==> config.mk <==
export PLATFORM = sky130hd
export DESIGN_NAME = mem_port_arbiter
export DESIGN_NICKNAME = d
export VERILOG_FILES = /design/src/rtl/mem_port_arbiter.sv
export SDC_FILE = /design/constraint.sdc
export NUM_CORES = 1
export LEC_CHECK = 0
export ABC_AREA = 1
export CELL_PAD_IN_SITES_DETAIL_PLACEMENT = 0
export CELL_PAD_IN_SITES_GLOBAL_PLACEMENT = 2
export CORE_UTILIZATION = 13
export DETAILED_ROUTE_END_ITERATION = 6
export PLACE_DENSITY_LB_ADDON = 0.12
export SYNTH_ARGS = -nofsm -noshare
export SYNTH_HDL_FRONTEND = slang
export SYNTH_SLANG_ARGS = --single-unit
==> constraint.sdc <==
create_clock -name clk_i -period 1.7 [get_ports clk_i]
set_input_delay 0.425 -clock clk_i [delete_from_list [all_inputs] [get_ports clk_i]]
set_output_delay 0.425 -clock clk_i [all_outputs]
set_load 0.01 [all_outputs]
==> src/rtl/mem_port_arbiter.sv <==
// Arbitrates one 16-bit synchronous memory port between instruction fetch and
// data access; data wins. Build option: MEM_ARB_ALIGN_CHK_EN enables misalignment errors.
module mem_port_arbiter (
  input  logic        clk_i,
  input  logic        rst_i,
  input  logic        if_req_i,
  input  logic [31:0] if_addr_i,
  output logic        if_gnt_o,
  output logic        if_valid_o,
  output logic [15:0] if_rdata_o,
  output logic        fetch_stall_o,
  input  logic        dm_req_i,
  input  logic        dm_we_i,
  input  logic        dm_size_i,
  input  logic [31:0] dm_addr_i,
  input  logic [31:0] dm_wdata_i,
  output logic        dm_done_o,
  output logic [31:0] dm_rdata_o,
  output logic        dm_err_o,
  output logic        dm_stall_o,
  output logic [31:0] mem_addr_o,
  output logic        mem_re_o,
  output logic        mem_we_o,
  output logic [15:0] mem_wdata_o,
  input  logic [15:0] mem_rdata_i,
  output logic [1:0]  dbg_state_o
);

  typedef enum logic [1:0] {
    ST_IDLE   = 2'd0,
    ST_D_HI   = 2'd1,
    ST_D_DONE = 2'd2
  } state_t;

  state_t      state_q;
  logic [15:0] low_q;
  logic        err_q;
  logic        if_valid_q;
  logic        misaligned;
  logic        dm_start;

`ifdef MEM_ARB_ALIGN_CHK_EN
  assign misaligned = dm_size_i ? (dm_addr_i[1:0] != 2'b00) : dm_addr_i[0];
`else
  assign misaligned = 1'b0;
`endif

  // A misaligned request never touches the port, so it does not block fetch.
  assign dm_start    = (state_q == ST_IDLE) && dm_req_i && !misaligned;
  assign dbg_state_o = state_q;

  always_comb begin
    if_gnt_o      = 1'b0;
    if_valid_o    = 1'b0;
    if_rdata_o    = 16'h0;
    fetch_stall_o = 1'b0;
    dm_done_o     = 1'b0;
    dm_rdata_o    = 32'h0;
    dm_err_o      = 1'b0;
    dm_stall_o    = 1'b0;
    mem_addr_o    = 32'h0;
    mem_re_o      = 1'b0;
    mem_we_o      = 1'b0;
    mem_wdata_o   = 16'h0;
    // Reset forces every output low in the same cycle.
    if (!rst_i) begin
      case (state_q)
        ST_IDLE: begin
          if (dm_start) begin
            mem_addr_o  = dm_addr_i;
            mem_re_o    = !dm_we_i;
            mem_we_o    = dm_we_i;
            mem_wdata_o = dm_we_i ? dm_wdata_i[15:0] : 16'h0;
          end
        end
        ST_D_HI: begin
          mem_addr_o  = dm_addr_i + 32'd2;
          mem_re_o    = !dm_we_i;
          mem_we_o    = dm_we_i;
          mem_wdata_o = dm_we_i ? dm_wdata_i[31:16] : 16'h0;
        end
        ST_D_DONE: begin
          dm_done_o = 1'b1;
`ifdef MEM_ARB_ALIGN_CHK_EN
          dm_err_o  = err_q;
`endif
          if (err_q || dm_we_i) dm_rdata_o = 32'h0;
          else if (dm_size_i)   dm_rdata_o = {mem_rdata_i, low_q};
          else                  dm_rdata_o = {16'h0, mem_rdata_i};
        end
        default: ;
      endcase

      if_gnt_o = if_req_i &&
                 (((state_q == ST_IDLE) && !dm_start) || (state_q == ST_D_DONE));
      if (if_gnt_o) begin
        mem_addr_o = if_addr_i;
        mem_re_o   = 1'b1;
      end

      fetch_stall_o = if_req_i && !if_gnt_o;
      dm_stall_o    = dm_req_i && !dm_done_o;
      if_valid_o    = if_valid_q;
      if_rdata_o    = if_valid_q ? mem_rdata_i : 16'h0;
    end
  end

  always_ff @(posedge clk_i) begin
    if (rst_i) begin
      state_q    <= ST_IDLE;
      low_q      <= 16'h0;
      err_q      <= 1'b0;
      if_valid_q <= 1'b0;
    end else begin
      if_valid_q <= if_gnt_o;
      case (state_q)
        ST_IDLE: begin
          if (dm_req_i) begin
            err_q   <= misaligned;
            state_q <= (misaligned || !dm_size_i) ? ST_D_DONE : ST_D_HI;
          end
        end
        ST_D_HI: begin
          if (!dm_we_i) low_q <= mem_rdata_i;
          state_q <= ST_D_DONE;
        end
        ST_D_DONE: begin
          err_q   <= 1'b0;
          state_q <= ST_IDLE;
        end
        default: state_q <= ST_IDLE;
      endcase
    end
  end

endmodule

# Word level (Yosys, flattened, before mapping)
# Index checks and enable logic that the tools add are counted.
dict set report word_totals {
  in_bits 118
  output_inout_bits 106
  reg_bits 20
}
dict set report classes {
  bitwise_logic 1
  mux 34
  add_sub_neg 1
  n_reduce_logical 15
  n_eq_ne 3
}
# operator count
set ops {}
lappend ops {{$mux 32} 7}
lappend ops {{$mux 16} 6}
lappend ops {{$pmux 32 s2} 1}
lappend ops {{$add 32x2->32 const B} 1}
lappend ops {{$pmux 16 s2} 1}
lappend ops {{$mux 1} 13}
lappend ops {{$pmux 1 s2} 3}
lappend ops {{$logic_and 1x1->1} 5}
lappend ops {{$logic_not 1->1} 4}
lappend ops {{$mux 2} 2}
lappend ops {{$pmux 2 s2} 1}
lappend ops {{$reduce_and 2->1} 2}
lappend ops {{$eq 2x1->1 const B} 1}
lappend ops {{$eq 2x2->1 const B} 1}
lappend ops {{$logic_not 2->1} 1}
lappend ops {{$logic_or 1x1->1} 2}
lappend ops {{$ne 2x2->1 const B} 1}
lappend ops {{$reduce_bool 2->1} 1}
lappend ops {{$not 1->1} 1}

# Depth between registers and ports, before layout
# Gate-level depths: netlist of run 1.
dict set report depth {
  ltp_word 9
  mapped_depth 11
  ltp_nobuf 11
}

# Worst setup path before layout of run 1
# Ideal clock, no wire load.
dict set report synth_path {
  kind {input -> output}
  startpoint {input rst_i}
  endpoint {output dm_rdata_o[27]}
  setup_slack_ps -144
  n_path_buf 2
  path_stages 5
  arrival_time_ps 1419
  cell_sequence {buf_2 -> nor2_1 -> nand2_1 -> clkbuf_1 -> nor3_1}
}
dict set report synth_via {
  elab_chain_len 1
}
# item line_no
set synth_rtl {}
lappend synth_rtl {{start, declared} 5} ;# input logic rst_i,
lappend synth_rtl {{$mux 32} 66} ;# if (!rst_i) begin
lappend synth_rtl {{end, declared} 18} ;# output logic [31:0] dm_rdata_o,
# No other way between the ends.

# Worst setup path in the final report of run 1
dict set report layout_path {
  startpoint {input dm_addr_i[2]}
  endpoint {output mem_addr_o[19]}
}
dict set report layout_via {
  elab_chain_len 4
}
# item line_no
set layout_rtl {}
lappend layout_rtl {{start, declared} 15} ;# input logic [31:0] dm_addr_i,
lappend layout_rtl {{$add 32x2->32} 77} ;# mem_addr_o = dm_addr_i + 32'd2;
lappend layout_rtl {{$pmux 32 s2} 67} ;# case (state_q)
lappend layout_rtl {{$mux 32} 96} ;# if (if_gnt_o) begin
lappend layout_rtl {{$mux 32} 66}
lappend layout_rtl {{end, declared} 21} ;# output logic [31:0] mem_addr_o,
# No other way between the ends.

==> results.cfg, run 1 <==
[status]
status = finished, violations left
violations = negative setup slack

[global_route]
grt_util_all_layers_pct = 16.0
grt_max_degree = 34
grt_pass1_wl_mm = 30.2
grt_overflow_total = 0
grt_pass1_vias = 5457
antenna_found_initial = 1

[synth]
syn-num-nets = 710
synth_area_um2 = 3040
synth-compound-area-share_pct = 18.5
synth_top_family_by_area = simple AND/OR/NAND/NOR gates
synth_fa_ha_area_share_pct = 0.411
ys_types = 35
synth_seq_area_share_pct = 12.5
synth_xor_area_share_pct = 0
yosys-mux-area-fraction_pct = 0
synth-seq-cells = 19
syn-mean-instance-area_um2 = 5.15
yosys_warnings = 0
synth-simple-area-share_pct = 55.4
synthCells = 591

[routing]
wl_per_cell_um = 15.4
wl_mm = 19.8
dr.pass1.iters = 4
drt-initial-drc-count = 143
ant_nets = 0
vias_per_cell = 4.12
wl_met2_mm = 10.2
met1_length_mm = 8.20
maxUsedRoutingLayer = met4
wl_met3_mm = 1.15
routed-via-count = 5276
drc = 0

[timing]
fmaxAchievable_mhz = 458
hold_viol = 0
slew_viol_final = 0
finClkSkew_ns = 0.00282
grt_setup_unrepaired = true
fin_crit_sh_pct = 128
post-route-min-period_ns = 2.18
worst_slack_ns = -0.481
setup_viol_count_final = 84

[cts]
cts_max_level = 1
numCtsBuffers = 3
clock-root-buffer = clkbuf_16
cts_tree = yes
clk_latency_ns = 0.25
clkTransAtPathRegs_ns = 0.06
cts_hold_buffers = 0
clock-sinks = 19
clock_path_buffers = 2

[die]
die_y_um = 155
start_util_pct = 13.4
core_area_um2 = 22800
dieArea_um2 = 24000
ios = 224
num_rows = 55
die_x_um = 155

[power_and_ir_drop]
power.density_nw_per_um2 = 321
leakage_nw = 3.67
peakVddDrop_mv = 0.286

[placement]
hpwlAfterDp_mm = 13.9
place_ws_ns = -1.29
place.port_buffers = 222
gp_congestion = 0.773

[layout]
layout_common_cells = 111 x nand2_1, 109 x buf_4, 85 x buf_6, 82 x buf_2, 81 x clkdlybuf4s50_1
nNetsFinal = 1087
final_util_pct = 36.2
final_layout_size_suffix_gt1_share_pct = 56.0
mostFrequentLayoutCell = nand2_1
syn_to_final_growth_pct = 171

[critical_path]
critPathSlowestCell = a31oi_2
crit_type = primary input to primary output
rrSetupSlack_ns = 0.05
crit_path_end_kind = primary output
crit_chain = buf_8, ha_4, nand2_4, nor2_8, buf_12, nand2_8, nor2_4, buf_6, nand3b_1, a31oi_2, buf_2
cp.required_ns = 1.27
cp_top_family = buffers and inverters
critical_path.max_stage_delay_ns = 0.22
cp_num_buf_inv = 4
crit_fanout = 4
start_kind = primary input
worstPathArrival_ns = 1.76

[job]
maxCapViolations = 0

[min_path]
min_path_type = flop to flop
-- area by class of cell --
type / count / area [um2]
fill: 2418 / 14500
tap: 313 / 392
antenna: 1 / 2.50
sequential: 19 / 388
clock inverter: 1 / 5.00
inverter: 54 / 233
multi-input combinational: 484 / 3370
timing repair buffer: 406 / 3770
clock buffer: 3 / 75.1
-- Yosys cell counts --
| cell | number | share of area [%] |
|---|---|---|
| buf_6 | 5 | 1.9 |
| nor2_8 | 1 | 0.66 |
| nor2_4 | 11 | 4.1 |
| a21oi_2 | 1 | 0.29 |
| o21bai_1 | 1 | 0.25 |
| o21ai_0 | 25 | 4.1 |
| o211ai_1 | 1 | 0.25 |
| buf_2 | 14 | 2.3 |
| a21boi_0 | 1 | 0.25 |
| a32o_1 | 1 | 0.33 |
| nand3_1 | 72 | 12 |
| inv_1 | 43 | 5.3 |
| nor2_2 | 6 | 1.2 |
| nand3b_1 | 2 | 0.49 |
| buf_1 | 2 | 0.25 |
| nand2_1 | 161 | 20 |
| clkbuf_1 | 12 | 1.5 |
| nor3_1 | 19 | 3.1 |
| nor2_1 | 92 | 11 |
| nand3_2 | 1 | 0.33 |
| o21ai_1 | 1 | 0.16 |
| o22ai_1 | 4 | 0.82 |
| a21o_1 | 1 | 0.25 |
| nand2_4 | 1 | 0.37 |
| nand4_1 | 2 | 0.41 |
| inv_2 | 10 | 1.2 |
| o31ai_1 | 1 | 0.25 |
| buf_4 | 2 | 0.49 |
| clkinv_1 | 1 | 0.12 |
| nand2_2 | 8 | 1.6 |
| conb_1 | 1 | 0.12 |
| a21oi_1 | 58 | 9.5 |
| ha_1 | 1 | 0.41 |
| dfxtp_1 | 19 | 12 |
| a31oi_1 | 10 | 2.1 |
-- logic make-up (layout without fill, tap and decap cells) --
kind of cell | after synthesis | after routing
compound gates | 105 | 105
fa+ha+maj | 1 | 1
buf+inv | 89 | 464
flops | 19 | 19
other cells | 1 | 2
simple gates | 376 | 377
-- flip-flops by register name (all words and copies together), names as in the netlist --
| name | count |
|---|---|
| low_q | 16 |
| if_valid_q | 1 |
| dbg_state_o | 2 |
-- power by group --
part,switching [mW],internal (mW),leakage [nW]
registers,0.0118,0.461,0.156
logic,0.807,0.864,3.48
clock network,0.185,0.316,0.0409
-- worst paths after layout --
| kind | from | end | cells after the start |
|---|---|---|---|
| worst max register to register | dbg_state_o[0]$_SDFFE_PP0P_ | dbg_state_o[1]$_SDFFE_PP0P_ | 12 |
| worst min-delay path | low_q[10]$_SDFFE_PP0P_ | low_q[10]$_SDFFE_PP0P_ | 2 |
| worst min register to register | low_q[10]$_SDFFE_PP0P_ | low_q[10]$_SDFFE_PP0P_ | 2 |
| worst max-delay path | dm_addr_i[2] | mem_addr_o[19] | 11 |
-- metrics by stage --
step | cells | instance area [um2] | TNS [ns] | power (mW) | hold slack (ns)
after global placement | 1200 | 6550 | -93.22 | 1.78 | 0.521
after detailed placement | 1200 | 6550 | -92.52 | 1.78 | 0.527
after global routing | 1280 | 8240 | -36.03 | 2.83 | 0.559
after CTS | 1262 | 7610 | -28.06 | 2.55 | 0.539
final | 1281 | 8240 | -28.92 | 2.65 | 0.536
after floorplan | 591 | 3210 | -0.553 | 0.945 | 0.502
-- tightest hold or removal path, delay by kind of cell, from the launching register on --
family	cells	cell delay (ns)
AOI/OAI and AO/OA	2	0.18
DFF	1	0.30
-- what timing repair did --
action	4_1_cts	5_1_grt
gates cloned	10	1
gates resized for setup	748	167
pin swaps	72	71
setup endpoints to repair	122	91
buffers inserted	49	31
-- per-layer routing --
metal | global-route usage, % | vias up
met5 | 0 | -
met3 | 2.76 | 10
met4 | 1.84 | 0
met1 | 19.4 | 2442
li1 | - | 2680
met2 | 30.0 | 144
No activity file was read; power rests on OpenSTA's default activity.
==> inputs of run 2 (changes only) <==
--- a/config.mk
+++ b/config.mk
@@ -9,6 +9,7 @@
 export CELL_PAD_IN_SITES_DETAIL_PLACEMENT = 0
 export CELL_PAD_IN_SITES_GLOBAL_PLACEMENT = 2
 export CORE_UTILIZATION = 13
+export CTS_CLUSTER_DIAMETER = 200
 export DETAILED_ROUTE_END_ITERATION = 6
 export PLACE_DENSITY_LB_ADDON = 0.12
 export SYNTH_ARGS = -nofsm -noshare
==> constraint.sdc (replaced) <==
create_clock -name clk_i -period 1.7 [get_ports clk_i]
set_input_delay 0.425 -clock clk_i [delete_from_list [all_inputs] [get_ports clk_i]]
set_output_delay 0.425 -clock clk_i [all_outputs]
set_load 0.005 [all_outputs]
==> run 2 against run 1 <==
Effect of this change:
- the flow still finishes with violations (negative setup slack)
- worst hold slack lost 0.065 ns
- non-clock buffer count is 32 higher
- count of clock-buffer cells in the layout up 1
- sequential power about the same
- first-iteration DRC count shrank 10%
- sequential share of layout area is 0.13 points lower
==> results.cfg, run 2 (same netlist as run 1, synthesis figures left out) <==
[status]
status = finished, violations left
violations = negative setup slack

[cts]
numCtsBuffers = 3
cts_tree = yes
clock-sinks = 19
cts_max_level = 1
clkTransAtPathRegs_ns = 0.06
clk_latency_ns = 0.25
clock-root-buffer = clkbuf_16
clock_path_buffers = 2
cts_hold_buffers = 0

[die]
ios = 224
die_x_um = 155
core_area_um2 = 22800
die_y_um = 155
num_rows = 55
dieArea_um2 = 24000
start_util_pct = 13.4

[timing]
slew_viol_final = 0
fmaxAchievable_mhz = 463
grt_setup_unrepaired = true
hold_viol = 0
post-route-min-period_ns = 2.16
worst_slack_ns = -0.460
finClkSkew_ns = 0.00116
tns_ns = -25.82
setup_viol_count_final = 85
whs_ns = 0.471
fin_crit_sh_pct = 127

[job]
maxCapViolations = 0

[min_path]
min_path_cells = 3
min_from = mem_rdata_i[0]
holdPathEnd = low_q[0]$_SDFFE_PP0P_
min_path_type = primary input to flop

[critical_path]
critPathSlowestCell = dfxtp_4
start_kind = flop
crit_type = flop to primary output
r2r_end = low_q[9]$_SDFFE_PP0P_
r2r-start = dbg_state_o[0]$_SDFFE_PP0P_
cp.required_ns = 1.27
cpMostUsedCell = nor2_4
rrSetupSlack_ns = 0.09
critical_path.max_stage_delay_ns = 0.39
crit_path_end_kind = primary output
worstRegToRegCells = 10
worstPathArrival_ns = 1.74
crit_chain = inv_4, nor2_4, buf_6, inv_8, nor2_4, buf_4, nand3b_1, a31oi_2, buf_2
crit_fanout = 7
cp_num_buf_inv = 5
cp.depth = 9
cp_top_family = buffers and inverters

[power_and_ir_drop]
peakVddDrop_mv = 0.299
power.density_nw_per_um2 = 310
leakage_nw = 3.92

[layout]
layout_common_cells = 133 x buf_4, 103 x nand2_1, 94 x buf_2, 80 x clkdlybuf4s50_1, 62 x buf_6
final_layout_size_suffix_gt1_share_pct = 60.0
nNetsFinal = 1119
antenna_cells = 0
mostFrequentLayoutCell = buf_4
regMostFlops = low_q
largest_reg_flops = 16
syn_to_final_growth_pct = 179
final_util_pct = 37.2
fill_cells = 2443

[routing]
drc = 0
vias_per_cell = 4.16
dr.pass1.iters = 6
ant_nets = 0
routed-via-count = 5456
drt-initial-drc-count = 128
wl_per_cell_um = 15.3
wl_mm = 20.1

[global_route]
antenna_found_initial = 0
grt_pass1_vias = 5626
grt_pass1_wl_mm = 30.6
grt_max_degree = 25
grt_util_all_layers_pct = 16.2
grt_overflow_total = 0

[placement]
place.port_buffers = 222
gp_congestion = 0.852
hpwlAfterDp_mm = 13.9
==> run 2: cell count changes in the layout (fill, tap and decap cells not counted), moves of 7 or more <==
cell,delta
nand3_1,-8
inv_1,-8
buf_4,+24
inv_2,+7
nand2_1,-8
buf_2,+12
nand3_2,+11
buf_6,-23
clkbuf_2,+9
==> run 2: area by class of cell <==
| type | count | area, um2 | area share [%] |
|---|---|---|---|
| multi-input cells | 484 | 3420 | 40.3 |
| repair buffers | 438 | 3970 | 46.8 |
| well taps | 313 | 392 | 4.62 |
| inverters | 54 | 238 | 2.80 |
| flip-flops and latches | 19 | 388 | 4.57 |
| clock buffers | 4 | 78.8 | 0.929 |
==> run 2: how the worst max path moves through the flow <==
stage | start | to | slack [ns]
6_report | dbg_state_o[0]$_SDFFE_PP0P_ | mem_addr_o[19] | -0.46
2_1_floorplan | dm_addr_i[1] | mem_addr_o[21] | -0.002
3_3_place_gp | dm_addr_i[11] | mem_addr_o[15] | -1.33
4_1_cts | dm_addr_i[2] | mem_addr_o[21] | -0.48
5_1_grt | dbg_state_o[0]$_SDFFE_PP0P_ | mem_addr_o[19] | -0.54
3_5_place_dp | dm_addr_i[1] | mem_addr_o[19] | -1.35
==> run 2: per-stage QoR <==
step	total power [mW]	cells	area (um2)	setup WS, ns
5_1_grt	2.79	1312	8480	-0.540
3_3_place_gp	1.72	1201	6440	-1.33
4_1_cts	2.54	1286	7940	-0.477
6_report	2.63	1312	8480	-0.460
2_1_floorplan	0.887	591	3070	-0.00166
3_5_place_dp	1.72	1201	6440	-1.35
==> run 2: layer usage <==
layer | wire (um) | vias to the layer above | GRT usage, % | share of wire [%]
met4 | 66 | 0 | 0.896 | 0.33
met2 | 10500 | 134 | 31.2 | 52
met3 | 1010 | 6 | 2.67 | 5.0
met1 | 8510 | 2560 | 19.3 | 42
li1 | - | 2756 | - | -
met5 | 0 | - | 0 | 0
==> run 2: tightest hold or removal path, cell delays in order <==
cell,delay (ns)
dlymetal6s2s_1,0.13
inv_2,0.06
a21oi_1,0.06
==> run 2: power breakdown <==
group | internal (mW) | switching (mW) | leakage [nW]
logic | 0.882 | 0.780 | 3.73
clock network | 0.319 | 0.175 | 0.0382
registers | 0.461 | 0.0127 | 0.156
total | 1.66 | 0.967 | 3.92
==> run 2: timing repair <==
action                                 in CTS  in global routing
pin swaps                                 120                 62
buffers inserted                           73                 31
gates resized for setup                   793                145
cloned                                      9                  0
endpoints found under the hold margin       0                  0
setup endpoints to repair                 121                102
